**src/rtl/fetch_control_if.sv**
```systemverilog
// Control bundle between the fetch/control sequencer and the datapath it steers.
// master: the sequencer. slave: the PC, memory, register file and flag register side.
interface fetch_control_if;
  logic [15:0] instr_in;
  logic [4:0]  flags;
  logic [15:0] ir;
  logic        pc_en;
  logic        branch;
  logic        jump;
  logic [7:0]  b_offset;
  logic        addr_sel;
  logic        mem_we;
  logic        reg_we;
  logic        wb_sel;
  logic        flags_en;
  logic [1:0]  state;

  modport master (
    input  instr_in, flags,
    output ir, pc_en, branch, jump, b_offset, addr_sel,
           mem_we, reg_we, wb_sel, flags_en, state
  );

  modport slave (
    output instr_in, flags,
    input  ir, pc_en, branch, jump, b_offset, addr_sel,
           mem_we, reg_we, wb_sel, flags_en, state
  );
endinterface

```
**src/rtl/fetch_control_fsm.sv**
```systemverilog
// Multi-cycle fetch/decode/execute sequencer for the 16-bit CR16-subset datapath.
// No handshakes: strobes are single-cycle pulses and pc_en fires once, in each instruction's last cycle.
module fetch_control_fsm #(
  parameter logic [15:0] RESET_IR = 16'h0000
) (
  input  logic            clk,
  input  logic            reset,
  fetch_control_if.master bus
);

  typedef enum logic [1:0] {
    S_FETCH   = 2'd0,
    S_DECODE  = 2'd1,
    S_EXEC    = 2'd2,
    S_LOAD_WB = 2'd3
  } state_t;

  state_t      state_q, state_d, cur_state;
  logic [15:0] ir_q, ir_d;

  logic [3:0] op, ext, cond;
  logic       is_bcond, is_jcond, is_load, is_stor, is_nop, is_alu;
  logic       cond_true;
  logic       flag_c, flag_l, flag_f, flag_z, flag_n;

  assign op   = ir_q[15:12];
  assign cond = ir_q[11:8];
  assign ext  = ir_q[7:4];

  assign is_bcond = (op == 4'b1100);
  assign is_jcond = (op == 4'b0100) && (ext == 4'b1100);
  assign is_load  = (op == 4'b0100) && (ext == 4'b0000);
  assign is_stor  = (op == 4'b0100) && (ext == 4'b0100);
  assign is_nop   = (op == 4'b0100) && !is_jcond && !is_load && !is_stor;
  assign is_alu   = !is_bcond && (op != 4'b0100);

  assign {flag_c, flag_l, flag_f, flag_z, flag_n} = bus.flags;

  always_comb begin
    cond_true = 1'b0;
    case (cond)
      4'b0000: cond_true = flag_z;
      4'b0001: cond_true = !flag_z;
      4'b0010: cond_true = flag_c;
      4'b0011: cond_true = !flag_c;
      4'b0100: cond_true = flag_l;
      4'b0101: cond_true = !flag_l;
      4'b0110: cond_true = flag_n;
      4'b0111: cond_true = !flag_n;
      4'b1000: cond_true = flag_f;
      4'b1001: cond_true = !flag_f;
      4'b1010: cond_true = !flag_l && !flag_z;
      4'b1011: cond_true = flag_l || flag_z;
      4'b1100: cond_true = !flag_n && !flag_z;
      4'b1101: cond_true = flag_n || flag_z;
      4'b1110: cond_true = 1'b1;
      default: cond_true = 1'b0;
    endcase
  end

  always_ff @(posedge clk) begin
    state_q <= state_d;
    ir_q    <= ir_d;
  end

  always_comb begin
    state_d = state_q;
    ir_d    = ir_q;
    if (reset) begin
      state_d = S_FETCH;
      ir_d    = RESET_IR;
    end else begin
      case (state_q)
        S_FETCH:  state_d = S_DECODE;
        S_DECODE: begin
          state_d = S_EXEC;
          ir_d    = bus.instr_in;
        end
        S_EXEC:   state_d = is_load ? S_LOAD_WB : S_FETCH;
        default:  state_d = S_FETCH;
      endcase
    end
  end

  // While reset is held the outputs look like FETCH, so an interrupted LOAD/STOR strobes nothing.
  assign cur_state = reset ? S_FETCH : state_q;

  always_comb begin
    bus.pc_en    = 1'b0;
    bus.branch   = 1'b0;
    bus.jump     = 1'b0;
    bus.addr_sel = 1'b0;
    bus.mem_we   = 1'b0;
    bus.reg_we   = 1'b0;
    bus.wb_sel   = 1'b0;
    bus.flags_en = 1'b0;
    case (cur_state)
      S_EXEC: begin
        if (is_bcond) begin
          bus.pc_en  = 1'b1;
          bus.branch = cond_true;
        end
        if (is_jcond) begin
          bus.pc_en    = 1'b1;
          bus.jump     = cond_true;
          bus.addr_sel = 1'b1;
        end
        if (is_load) begin
          bus.addr_sel = 1'b1;
        end
        if (is_stor) begin
          bus.addr_sel = 1'b1;
          bus.mem_we   = 1'b1;
          bus.pc_en    = 1'b1;
        end
        if (is_nop) begin
          bus.pc_en = 1'b1;
        end
        if (is_alu) begin
          bus.reg_we   = 1'b1;
          bus.flags_en = 1'b1;
          bus.pc_en    = 1'b1;
        end
      end
      S_LOAD_WB: begin
        bus.reg_we = 1'b1;
        bus.wb_sel = 1'b1;
        bus.pc_en  = 1'b1;
      end
      default: ;
    endcase
  end

  assign bus.ir       = ir_q;
  assign bus.b_offset = ir_q[7:0];
  assign bus.state    = cur_state;

endmodule

```
**src/flat_wrapper.sv**
```systemverilog
// flat-port wrapper written by rule: the top's interface ports become plain ports
module fetch_control_fsm_flat 
#(
  parameter logic [15:0] RESET_IR = 16'h0000
)
  (clk, reset, bus_instr_in, bus_flags, bus_ir, bus_pc_en, bus_branch, bus_jump, bus_b_offset, bus_addr_sel, bus_mem_we, bus_reg_we, bus_wb_sel, bus_flags_en, bus_state);
  fetch_control_if bus_i ();
  input  logic clk;
  input  logic reset;
  input wire logic [$bits(bus_i.instr_in)-1:0] bus_instr_in;
  input wire logic [$bits(bus_i.flags)-1:0] bus_flags;
  output wire logic [$bits(bus_i.ir)-1:0] bus_ir;
  output wire logic [$bits(bus_i.pc_en)-1:0] bus_pc_en;
  output wire logic [$bits(bus_i.branch)-1:0] bus_branch;
  output wire logic [$bits(bus_i.jump)-1:0] bus_jump;
  output wire logic [$bits(bus_i.b_offset)-1:0] bus_b_offset;
  output wire logic [$bits(bus_i.addr_sel)-1:0] bus_addr_sel;
  output wire logic [$bits(bus_i.mem_we)-1:0] bus_mem_we;
  output wire logic [$bits(bus_i.reg_we)-1:0] bus_reg_we;
  output wire logic [$bits(bus_i.wb_sel)-1:0] bus_wb_sel;
  output wire logic [$bits(bus_i.flags_en)-1:0] bus_flags_en;
  output wire logic [$bits(bus_i.state)-1:0] bus_state;
  assign bus_i.instr_in = bus_instr_in;
  assign bus_i.flags = bus_flags;
  assign bus_ir = bus_i.ir;
  assign bus_pc_en = bus_i.pc_en;
  assign bus_branch = bus_i.branch;
  assign bus_jump = bus_i.jump;
  assign bus_b_offset = bus_i.b_offset;
  assign bus_addr_sel = bus_i.addr_sel;
  assign bus_mem_we = bus_i.mem_we;
  assign bus_reg_we = bus_i.reg_we;
  assign bus_wb_sel = bus_i.wb_sel;
  assign bus_flags_en = bus_i.flags_en;
  assign bus_state = bus_i.state;
  fetch_control_fsm #(.RESET_IR(RESET_IR)) u_core (.clk(clk), .reset(reset), .bus(bus_i));
endmodule
```
**config.mk**
```make
export PLATFORM = sky130hd
export DESIGN_NAME = fetch_control_fsm_flat
export DESIGN_NICKNAME = d
export VERILOG_FILES = /design/src/rtl/fetch_control_if.sv /design/src/rtl/fetch_control_fsm.sv /design/src/flat_wrapper.sv
export SDC_FILE = /design/constraint.sdc
export NUM_CORES = 1
export LEC_CHECK = 0
export CORE_UTILIZATION = 50
export DETAILED_ROUTE_END_ITERATION = 10
export DONT_BUFFER_PORTS = 1
export GPL_ROUTABILITY_DRIVEN = 0
export SYNTH_ARGS = -nofsm -noshare
export SYNTH_HDL_FRONTEND = slang
export SYNTH_SLANG_ARGS = --single-unit
export TNS_END_PERCENT = 5
```
**constraint.sdc**
```tcl
create_clock -name clk -period 3.45 [get_ports clk]
set_clock_uncertainty 0.05 [all_clocks]
set_input_delay 0.1725 -clock clk [delete_from_list [all_inputs] [get_ports clk]]
set_output_delay 0.1725 -clock clk [all_outputs]
set_load 0.05 [all_outputs]
```
# [Word-level counts from Yosys, hierarchy flattened]
# Index checks and enable logic that the tools add are counted.
[totals] regBits=18 output_inout_bits=34
[op_classes] eq_ne=23 n_mux=24 n_reduce_logical=23
[ops] op="$eq 4x4->1 const B" n=9
[ops] op="$eq 4x3->1 const B" n=6
[ops] op="$mux 1" n=18
[ops] op="$pmux 1 s15" n=1
[ops] op="$logic_and 1x1->1" n=9
[ops] op="$logic_not 1->1" n=9
[ops] op="$eq 4x2->1 const B" n=2
[ops] op="$logic_not 4->1" n=2
[ops] op="$eq 2x2->1 const B" n=3
[ops] op="$pmux 2 s3" n=1
[ops] op="$eq 4x1->1 const B" n=1
[ops] op="$mux 2" n=2
[ops] op="$ne 4x3->1 const B" n=1
[ops] op="$pmux 1 s2" n=2
[ops] op="$eq 2x1->1 const B" n=1
[ops] op="$logic_not 2->1" n=1
[ops] op="$logic_or 1x1->1" n=2

# [Depth between registers and ports, before layout]
# Gate-level depths: netlist of run 1.
[depth] ltp_word=9 mapped_depth=6 depth_no_buf=5

# [Worst setup path after synthesis of run 1]
# Ideal clock, no wire load.
[synth_path] kind="reg-to-output" start="register u_core.ir_q[14] (netlist: u_core.bus.ir[14])" end="output bus_addr_sel" arrival_time_ns=2.640 required_ns=3.227 slack_ns=0.587 path_stages_with_launch=4 n_path_buf=0 path_cell_list="dfxtp_1 or3b_1 or4_4 nor3_1"
[synth_between] elab_chain_cells=6
[synth_lines] item="start, declared" line_no="fetch_control_fsm.sv:19" rtl="logic [15:0] ir_q, ir_d;"
[synth_lines] item="start signal, assigned" line_no="fetch_control_fsm.sv:63" rtl="ir_q <= ir_d;"
[synth_lines] item="$eq 4x3->1 (*)" line_no="fetch_control_fsm.sv:31, fetch_control_fsm.sv:32, fetch_control_fsm.sv:33"
[synth_lines] item="$logic_and 1x1->1" line_no="fetch_control_fsm.sv:31" rtl="assign is_jcond = (op == 4'b0100) && (ext == 4'b1100);"
[synth_lines] item="$mux 1" line_no="fetch_control_fsm.sv:103" rtl="if (is_jcond) begin"
[synth_lines] item="$mux 1" line_no="fetch_control_fsm.sv:108" rtl="if (is_load) begin"
[synth_lines] item="$mux 1 (*)" line_no="fetch_control_fsm.sv:111" rtl="if (is_stor) begin"
[synth_lines] item="$mux 1 (*)" line_no="fetch_control_fsm.sv:97" rtl="case (cur_state)"
[synth_lines] item="end, declared" line_no="flat_wrapper.sv:17" rtl="output wire logic [$bits(bus_i.addr_sel)-1:0] bus_addr_sel;"
# Mark *: on every way between the ends. The rest lies on a longest branch, timed or not.

# [Final worst setup path of run 1]
[layout_path] start="register u_core.ir_q[10] (netlist: u_core.bus.ir[10])" end="output bus_jump"
[layout_between] elab_chain_cells=4
[layout_lines] item="$eq 4x4->1, or another cell as far along" line_no="fetch_control_fsm.sv:41" rtl="case (cond)"
[layout_lines] item="$pmux 1 s15 (*)" line_no="fetch_control_fsm.sv:41"
[layout_lines] item="$mux 1 (*)" line_no="fetch_control_fsm.sv:103"
[layout_lines] item="$mux 1 (*)" line_no="fetch_control_fsm.sv:97"
[layout_lines] item="end, declared" line_no="flat_wrapper.sv:15" rtl="output wire logic [$bits(bus_i.jump)-1:0] bus_jump;"
# Marked as above.

==> flow_summary.toml, run 1 <==
[logic_synthesis]
synth_area_mm2 = 0.00100
synthesis.nets = 152
synth_edf_count = 0
synth_async_sr_flop_share_pct = 0
synthFlopType = "dfxtp_1"
syn_inst = 129
ys_warn_count = 0
synth_cell_types = 35
avgSynthCellArea_um2 = 7.77
synth-seq-cells = 18
yosysSeqAreaShare_pct = 36.0

[clock_tree]
clock-sinks = 18
postCtsSetupBuffers = 0
clockRootBuffer = "clkbuf_4"
cts_made_buffers = 3
clk_pin_slew_ps = 90
cts_tree = "built"
clk_latency_ps = 280
post_cts_resized = 0
htree_levels = 1
cts.path.max_buffers = 2

[worst_setup_path]
cp-end-kind = "output port"
rr_startpoint = "u_core.state_q[0]$_SDFF_PP0_"
start_kind = "register"
worst_path_max_delay_cell = "dfxtp_1"
reg2regPathDepth = 4
worstPathBufferInverterCount = 1
crit_fanout = 12
path_cells = "nand2b_1 > o22ai_1 > a21boi_0 > o32a_1 > nor4b_2 > buf_4"
worst-setup-path-type = "register to output port"
max_stage_delay_ps = 840
r2r_slack_ps = 1050
required_ps = 3230
r2r_end = "u_core.bus.ir[0]$_SDFFE_PP0N_"
crit_family = "flip-flops"
crit_arrival_ps = 2500

[timing]
slew_headroom_pct = 24.7
setup_slack_ps = 724
rsz0062_at_grt = "false"
setup_viol = 0
max_slew.worst_pin.slew_ps = 1130
drv_slew = 0
timing.setup.tns_ps = 0
fin_crit_ps = 2730
period_share_pct = 79.0
hold_viol_final = 0
fmaxAchievable_mhz = 367

[drt]
wl_per_cell_um = 13.4
postRouteAntennaNets = 0
drtPass1Iterations = 4
vias_per_cell = 5.52
drc = 0
drt_iter0_drc = 13
route.vias.total = 917
wl_mm = 2.23

[layout]
multi_input_area_um2 = 520
fillCellCount = 156
nNetsFinal = 166
final_common_cell = "nand2_1"
register_area_um2 = 360
fin_cells = 166
layout-drive-gt1-share_pct = 13.5
final_cell_mix = "33 x nand2_1, 18 x dfxtp_1, 17 x a21oi_1, 17 x dlygate4sd3_1, 9 x buf_4"
antennaDiodeCount = 0
synthToLayoutAreaGrowth_pct = 18.5

[placed_design]
port_buffers = 0
place_ws_ps = 1050
placed_cells = 146
hpwlAfterDp_mm = 1.47

[global_routing]
grt_overflow = 0
grt_start_max_net_pins = 19
grt_pass1_wl_mm = 3.48
antenna_found_initial = 0
grt_pass1_vias = 840
grt_usage_pct = 22.6

[worst_hold_path]
min_to = "bus_state[0]"
hold_depth = 2
min_from = "reset"
hold_path.class = "input port to output port"

[die]
io_pins = 57
fp-row-count = 15
dieWidth_um = 46.8
die-area_mm2 = 0.00219
start_util_pct = 55.6
die_height_um = 46.8
core_mm2 = 0.00180

[pwr]
ir_drop_mv = 0.330
powerDensity_mw_per_mm2 = 430
power_leakage_nw = 0.456
finalPower_mw = 0.510

[job]
maxCapViolations = 0

[status]
status = "finished, final reports clean"
## timing repair
action                                  in CTS  in global routing
hold buffers                                17                  0
hold endpoints to repair                    18                  0
endpoints found under the setup margin       0                  0
## synthesized netlist by cell type (all sizes together), types with 2 or more instances
cell	instances	share of area [%]
buf	11	8.4
a21oi	17	8.5
nor2b	3	1.9
nor3	3	2.0
inv	4	1.5
nand2b	5	3.1
clkbuf	6	2.2
dfxtp	18	36
o22ai	2	1.2
nand2	33	12
and2	2	1.4
o32a	2	2.0
nor2	4	1.5
nor4b	2	3.0
## sequential cells by signal, indices dropped and copies added (netlist names)
| signal | count |
|---|---|
| u_core.bus.ir | 16 |
| u_core.state_q | 2 |
## layer usage
| metal | routed length [µm] | up-vias | GRT usage [%] |
|---|---|---|---|
| met4 | 13 | 0 | 6.86 |
| met2 | 1100 | 42 | 40.0 |
| met1 | 948 | 419 | 27.4 |
| met3 | 166 | 2 | 5.00 |
| li1 | - | 454 | - |
| met5 | 0 | - | 0 |
## worst register-to-register path, cell delays in order, from the launching register on
cell,delay (ps)
dfxtp_1,480
nor2b_1,930
nand2_1,160
a21oi_1,180
dlygate4sd3_1,560
## worst max-delay path by stage
stage          slack, ps                      startpoint           end  cells after the start
3_5_place_dp        1050  u_core.bus.ir[10]$_SDFFE_PP0N_      bus_jump                      6
5_1_grt              570  u_core.bus.ir[10]$_SDFFE_PP0N_      bus_jump                      6
6_report             720  u_core.bus.ir[10]$_SDFFE_PP0N_      bus_jump                      6
4_1_cts              730  u_core.bus.ir[10]$_SDFFE_PP0N_      bus_jump                      6
3_3_place_gp        1120  u_core.bus.ir[10]$_SDFFE_PP0N_    bus_branch                      6
2_1_floorplan        590  u_core.bus.ir[14]$_SDFFE_PP0N_  bus_addr_sel                      3
## per-stage QoR
step	hold WS, ps	cell area, µm²	utilization (%)
after floorplan	258	1000	-
after detailed placement	197	995	55.2
after global placement	195	995	55.2
after global routing	507	1190	65.9
after CTS	499	1190	65.9
final	498	1190	65.9
## power breakdown
part | internal (mW) | total (mW) | switching (mW)
sequential | 0.223 | 0.288 | 0.0655
combinational | 0.0456 | 0.124 | 0.0782
clock | 0.0405 | 0.0984 | 0.0579
## cells by family (layout without fill, tap and decap cells)
logic type	Yosys count	count (layout)	share of synthesized area (%)
AO/OA/AOI/OAI	28	28	16.9
flip-flops	18	18	36.0
AND/OR/NAND/NOR	61	61	34.1
multiplexers	1	1	0.999
buffers and inverters	21	33	12.1
## layout make-up
type,instances,area share [%]
Timing Repair Buffer,26,20.0
Multi-Input combinational cell,90,43.8
Tap cell,25,2.63
Sequential cell,18,30.3
Clock buffer,3,1.90
Inverter,4,1.26
No activity file was read; power rests on OpenSTA's default activity.
==> run 2, diff against run 1 <==
Settings changed: ABC_AREA from default to 1.
Clock period 3.45 ns to 2.6 ns, I/O delays scaled along.
==> run 2 against run 1 <==
Die area is 1.4% higher. Final cell count rose by 28%. Setup slack got worse by 350 ps. Sequential power rose by 13%. Sequential cell count stayed put. Clock power rose by 71%. Utilization is 7.1 points higher. Critical path depth increased by 1. Routed wire length increased by 14%. Combinational power is 120% higher. Largest cell class unchanged. Highest routed layer unchanged.
==> flow_summary.toml, run 2 <==
[status]
status = "finished, final reports clean"

[global_routing]
grt_pass1_vias = 921
gr-usage-met3_pct = 3.46
grt_start_max_net_pins = 24
grt_overflow = 0
grt_pass1_wl_mm = 3.66
gr-usage-met1_pct = 29.1
met2_usage_pct = 42.2
grt_usage_pct = 23.5
antenna_found_initial = 0
grt.busiest_layer = "met2"

[pwr]
pwr-share-clk_pct = 21.9
power_leakage_nw = 0.644
power.switching_mw = 0.311
ir_drop_mv = 0.387
sw_frac_of_total_pct = 40.4
pwr-share-comb_pct = 35.9
power_frac_seq_pct = 42.2
p_int_mw = 0.459
finalPower_mw = 0.769
powerDensity_mw_per_mm2 = 579

[die]
core_mm2 = 0.00182
die_height_um = 47.1
fp-row-count = 15
start_util_pct = 55.9
die-area_mm2 = 0.00222
dieWidth_um = 47.1
io_pins = 57

[logic_synthesis]
yosysTopAreaCell = "dfxtp_1"
synthesis.nets = 182
synth_async_sr_flop_share_pct = 0
yosysSeqAreaShare_pct = 35.4
synthFlopType = "dfxtp_1"
synth-seq-cells = 18
synth_edf_count = 0
syn_inst = 159
avgSynthCellArea_um2 = 6.40
synth_area_mm2 = 0.00102
ys_warn_count = 0
netlist_top_cells_area = "dfxtp_1 35%, nand2_1 16%, a21oi_1 7.9%"
synth_cell_types = 19
synthTopCellsByCount = "44 x nand2_1, 18 x dfxtp_1, 17 x nor2_1, 16 x a21oi_1, 16 x inv_1"
synth_most_common_cell = "nand2_1"
synth_top_area_share_pct = 35.4

[timing]
drv_slew = 0
slew_headroom_pct = 40.5
period_share_pct = 85.7
fin_crit_ps = 2230
timing.setup.tns_ps = 0
hold_viol_final = 0
setup_viol = 0
fmaxAchievable_mhz = 449
rsz0062_at_grt = "false"
max_slew.worst_pin.slew_ps = 889

[layout]
fillCellCount = 145
layout-drive-gt1-share_pct = 18.1
nNetsFinal = 212
stdcell_area_mm2 = 0.00133
multi_input_area_um2 = 498
register_area_um2 = 360
antennaDiodeCount = 0
synthToLayoutAreaGrowth_pct = 30.6
final_common_cell = "nand2_1"
largest_reg_flops = 16
final_cell_mix = "44 x nand2_1, 21 x buf_4, 18 x dfxtp_1"

[drt]
wl_per_cell_um = 12.0
route.vias.total = 1069
drtPass1Iterations = 4
vias_per_cell = 5.02
drt_iter0_drc = 14
wl_mm = 2.55
postRouteAntennaNets = 0
drc = 0

[clock_tree]
cts_made_buffers = 3
clk_pin_slew_ps = 100
htree_levels = 1
cts.path.max_buffers = 2
hold_buffers = 17
clock-sinks = 18
clk_latency_ps = 290
clockRootBuffer = "clkbuf_4"
postCtsSetupBuffers = 0
cts_tree = "built"
post_cts_resized = 0

[worst_setup_path]
worst-setup-path-type = "register to output port"
start_kind = "register"
crit_fanout = 3
crit_arrival_ps = 2050
cp-end-kind = "output port"
required_ps = 2420

[placed_design]
postPlaceCellArea_mm2 = 0.00112
hpwlAfterDp_mm = 1.78
port_buffers = 0

[worst_hold_path]
hold_path.class = "input port to output port"

[job]
maxCapViolations = 0
==> run 2: area by class of cell <==
type	count	area share, %
Multi-Input combinational cell	108	37.5
Sequential cell	18	27.1
Timing Repair Buffer	38	24.7
Inverter	20	5.65
Clock buffer	4	2.73
Tap cell	25	2.35
==> run 2: critical path, stage by stage (launching register included) <==
cell and delay, ps:
dfxtp_1 370, inv_1 80, nor2_2 450, buf_4 210
nand2_1 60, inv_1 80, nand4_1 120, nand2_1 380
==> run 2: cells by family after synthesis <==
family	count (synthesis)	share of synthesized area, %
buf+inv	33	15.6
compound gates	24	13.8
flops	18	35.4
simple gates	84	35.2
==> run 2: worst paths after layout <==
kind                            cells past startpoint                          start  slack, ps                             end
worst min-delay path                                1                          reset        310                    bus_state[1]
worst min register to register                      2  u_core.bus.ir[0]$_SDFFE_PP0N_        420   u_core.bus.ir[0]$_SDFFE_PP0N_
worst max register to register                      7   u_core.state_q[0]$_SDFF_PP0_        700  u_core.bus.ir[12]$_SDFFE_PP0N_
worst max-delay path                                7   u_core.state_q[1]$_SDFF_PP0_        370                    bus_addr_sel
==> run 2: per-stage QoR <==
stage	hold slack (ps)	setup slack (ps)	instances	utilization, %
6_report	313	372	213	73.0
5_1_grt	315	221	213	73.0
4_1_cts	312	379	213	73.0
3_5_place_dp	153	710	192	61.6
3_3_place_gp	151	738	192	61.6
2_1_floorplan	228	206	159	-
==> run 2: routing by layer <==
| metal | vias to the layer above | routed length, µm | part of all wire, % |
|---|---|---|---|
| li1 | 558 | - | - |
| met1 | 472 | 1180 | 46 |
| met2 | 37 | 1240 | 49 |
| met3 | 2 | 116 | 4.6 |
| met4 | 0 | 10 | 0.39 |
| met5 | - | 0 | 0 |
==> run 2: power groups by stage <==
stage / logic [mW] / registers, mW / clock network, mW
finish: 0.276 / 0.325 / 0.168
detailed placement: 0.248 / 0.331 / 0
floorplan: 0.149 / 0.396 / 0
global placement: 0.245 / 0.331 / 0
CTS: 0.273 / 0.325 / 0.171
global route: 0.296 / 0.327 / 0.187
==> run 3, diff against run 2 <==
Settings changed: RECOVER_POWER from default to 100.
==> run 3 against run 2 <==
Register-to-register slack got worse by 300 ps. Setup slack got worse by 73 ps. Clock power barely moved. Critical path depth rose by 1. Sequential power barely moved. Critical path type unchanged. Largest power group unchanged. Highest routed layer unchanged.
==> flow_summary.toml, run 3 (synthesized netlist as in run 2, its figures left out) <==
[clock_tree]
hold_buffers = 17
cts_tree = "built"
clk_pin_slew_ps = 100
postCtsSetupBuffers = 0
cts.path.max_buffers = 2
post_cts_resized = 0
htree_levels = 1
clk_latency_ps = 280
clock-sinks = 18
cts_made_buffers = 3
clockRootBuffer = "clkbuf_4"

[die]
start_util_pct = 55.9
die-area_mm2 = 0.00222
core_mm2 = 0.00182
dieWidth_um = 47.1
die_height_um = 47.1
fp-row-count = 15
io_pins = 57

[placed_design]
hpwlAfterDp_mm = 1.78
place_ws_ps = 710
placed_cells = 192
port_buffers = 0

[timing]
fin_crit_ps = 2300
timing.setup.tns_ps = 0
drv_slew = 0
rsz0062_at_grt = "false"
hold_viol_final = 0
fmaxAchievable_mhz = 435
setup_viol = 0
setup_slack_ps = 300
max_slew.worst_pin.slew_ps = 1250
period_share_pct = 88.5
slew_headroom_pct = 16.5

[worst_setup_path]
crit_fanout = 3
cp-end-kind = "output port"
crit_arrival_ps = 2120
start_kind = "register"
required_ps = 2420
worst-setup-path-type = "register to output port"

[worst_hold_path]
hold_path.class = "input port to output port"

[global_routing]
antenna_found_initial = 0
grt_start_max_net_pins = 24
grt_usage_pct = 23.5
grt_pass1_vias = 921
grt_overflow = 0
grt_pass1_wl_mm = 3.66

[layout]
antennaDiodeCount = 0
largest_reg_flops = 16
nNetsFinal = 212
fillCellCount = 165
synthToLayoutAreaGrowth_pct = 25.5
final_common_cell = "nand2_1"
final_cell_mix = "44 x nand2_1, 18 x inv_1, 18 x dfxtp_1"
multi_input_area_um2 = 498
layout-drive-gt1-share_pct = 10.6
fin_cells = 213
register_area_um2 = 360

[pwr]
power.switching_mw = 0.308
power_frac_seq_pct = 42.9
pwr-share-clk_pct = 22.1
pwr-share-comb_pct = 35.0
p_int_mw = 0.448
sw_frac_of_total_pct = 40.8
powerDensity_mw_per_mm2 = 593
ir_drop_mv = 0.386
power_leakage_nw = 0.593

[drt]
wl_mm = 2.54
route.vias.total = 1066
wl_per_cell_um = 11.9
postRouteAntennaNets = 0
drtPass1Iterations = 4
vias_per_cell = 5.00
drc = 0
drt_iter0_drc = 13

[status]
status = "finished, final reports clean"

[job]
maxCapViolations = 0
run 3: cell type report:
class	count	area share, %
tap	25	2.45
inverter	20	5.88
timing repair buffer	38	21.6
clock buffer	4	2.84
multi-input combinational	108	39.0
sequential	18	28.2
run 3: worst paths after layout:
path | startpoint | endpoint | slack, ps | cells after the start
max | u_core.state_q[1]$_SDFF_PP0_ | bus_jump | 300 | 8
min | reset | bus_state[1] | 310 | 1
max reg2reg | u_core.state_q[0]$_SDFF_PP0_ | u_core.bus.ir[12]$_SDFFE_PP0N_ | 400 | 7
min reg2reg | u_core.bus.ir[0]$_SDFFE_PP0N_ | u_core.bus.ir[0]$_SDFFE_PP0N_ | 420 | 2
run 3: through the flow:
step                hold WS, ps  util (%)  instance area (µm²)  power (mW)
floorplan                   228         -                 1020       0.545
global placement            151      61.6                 1120       0.576
detailed placement          153      61.6                 1120       0.579
CTS                         312      73.0                 1330       0.769
global route                315      70.1                 1280       0.798
finish                      313      70.1                 1280       0.756
run 3: layer usage:
layer | up-vias | routed length [µm] | global-route usage, %
met1 | 467 | 1170 | 29.1
met4 | 0 | 10 | 6.86
met3 | 2 | 118 | 3.46
met5 | - | 0 | 0
li1 | 558 | - | -
met2 | 39 | 1240 | 42.2
run 3: power groups by stage:
stage	Combinational [mW]	Clock, mW	Sequential, mW
final	0.265	0.167	0.324
after global routing	0.284	0.187	0.327
after CTS	0.273	0.171	0.325
after floorplan	0.149	0	0.396
after detailed placement	0.248	0	0.331
after global placement	0.245	0	0.331
run 3: critical path, cell delays in order (launching register included):
cell and delay [ps]:
dfxtp_1 370, inv_1 80, nor2_2 460, buf_4 210, nand2_1 60, inv_1 90
nand4_1 120, a21oi_1 150, clkbuf_2 300
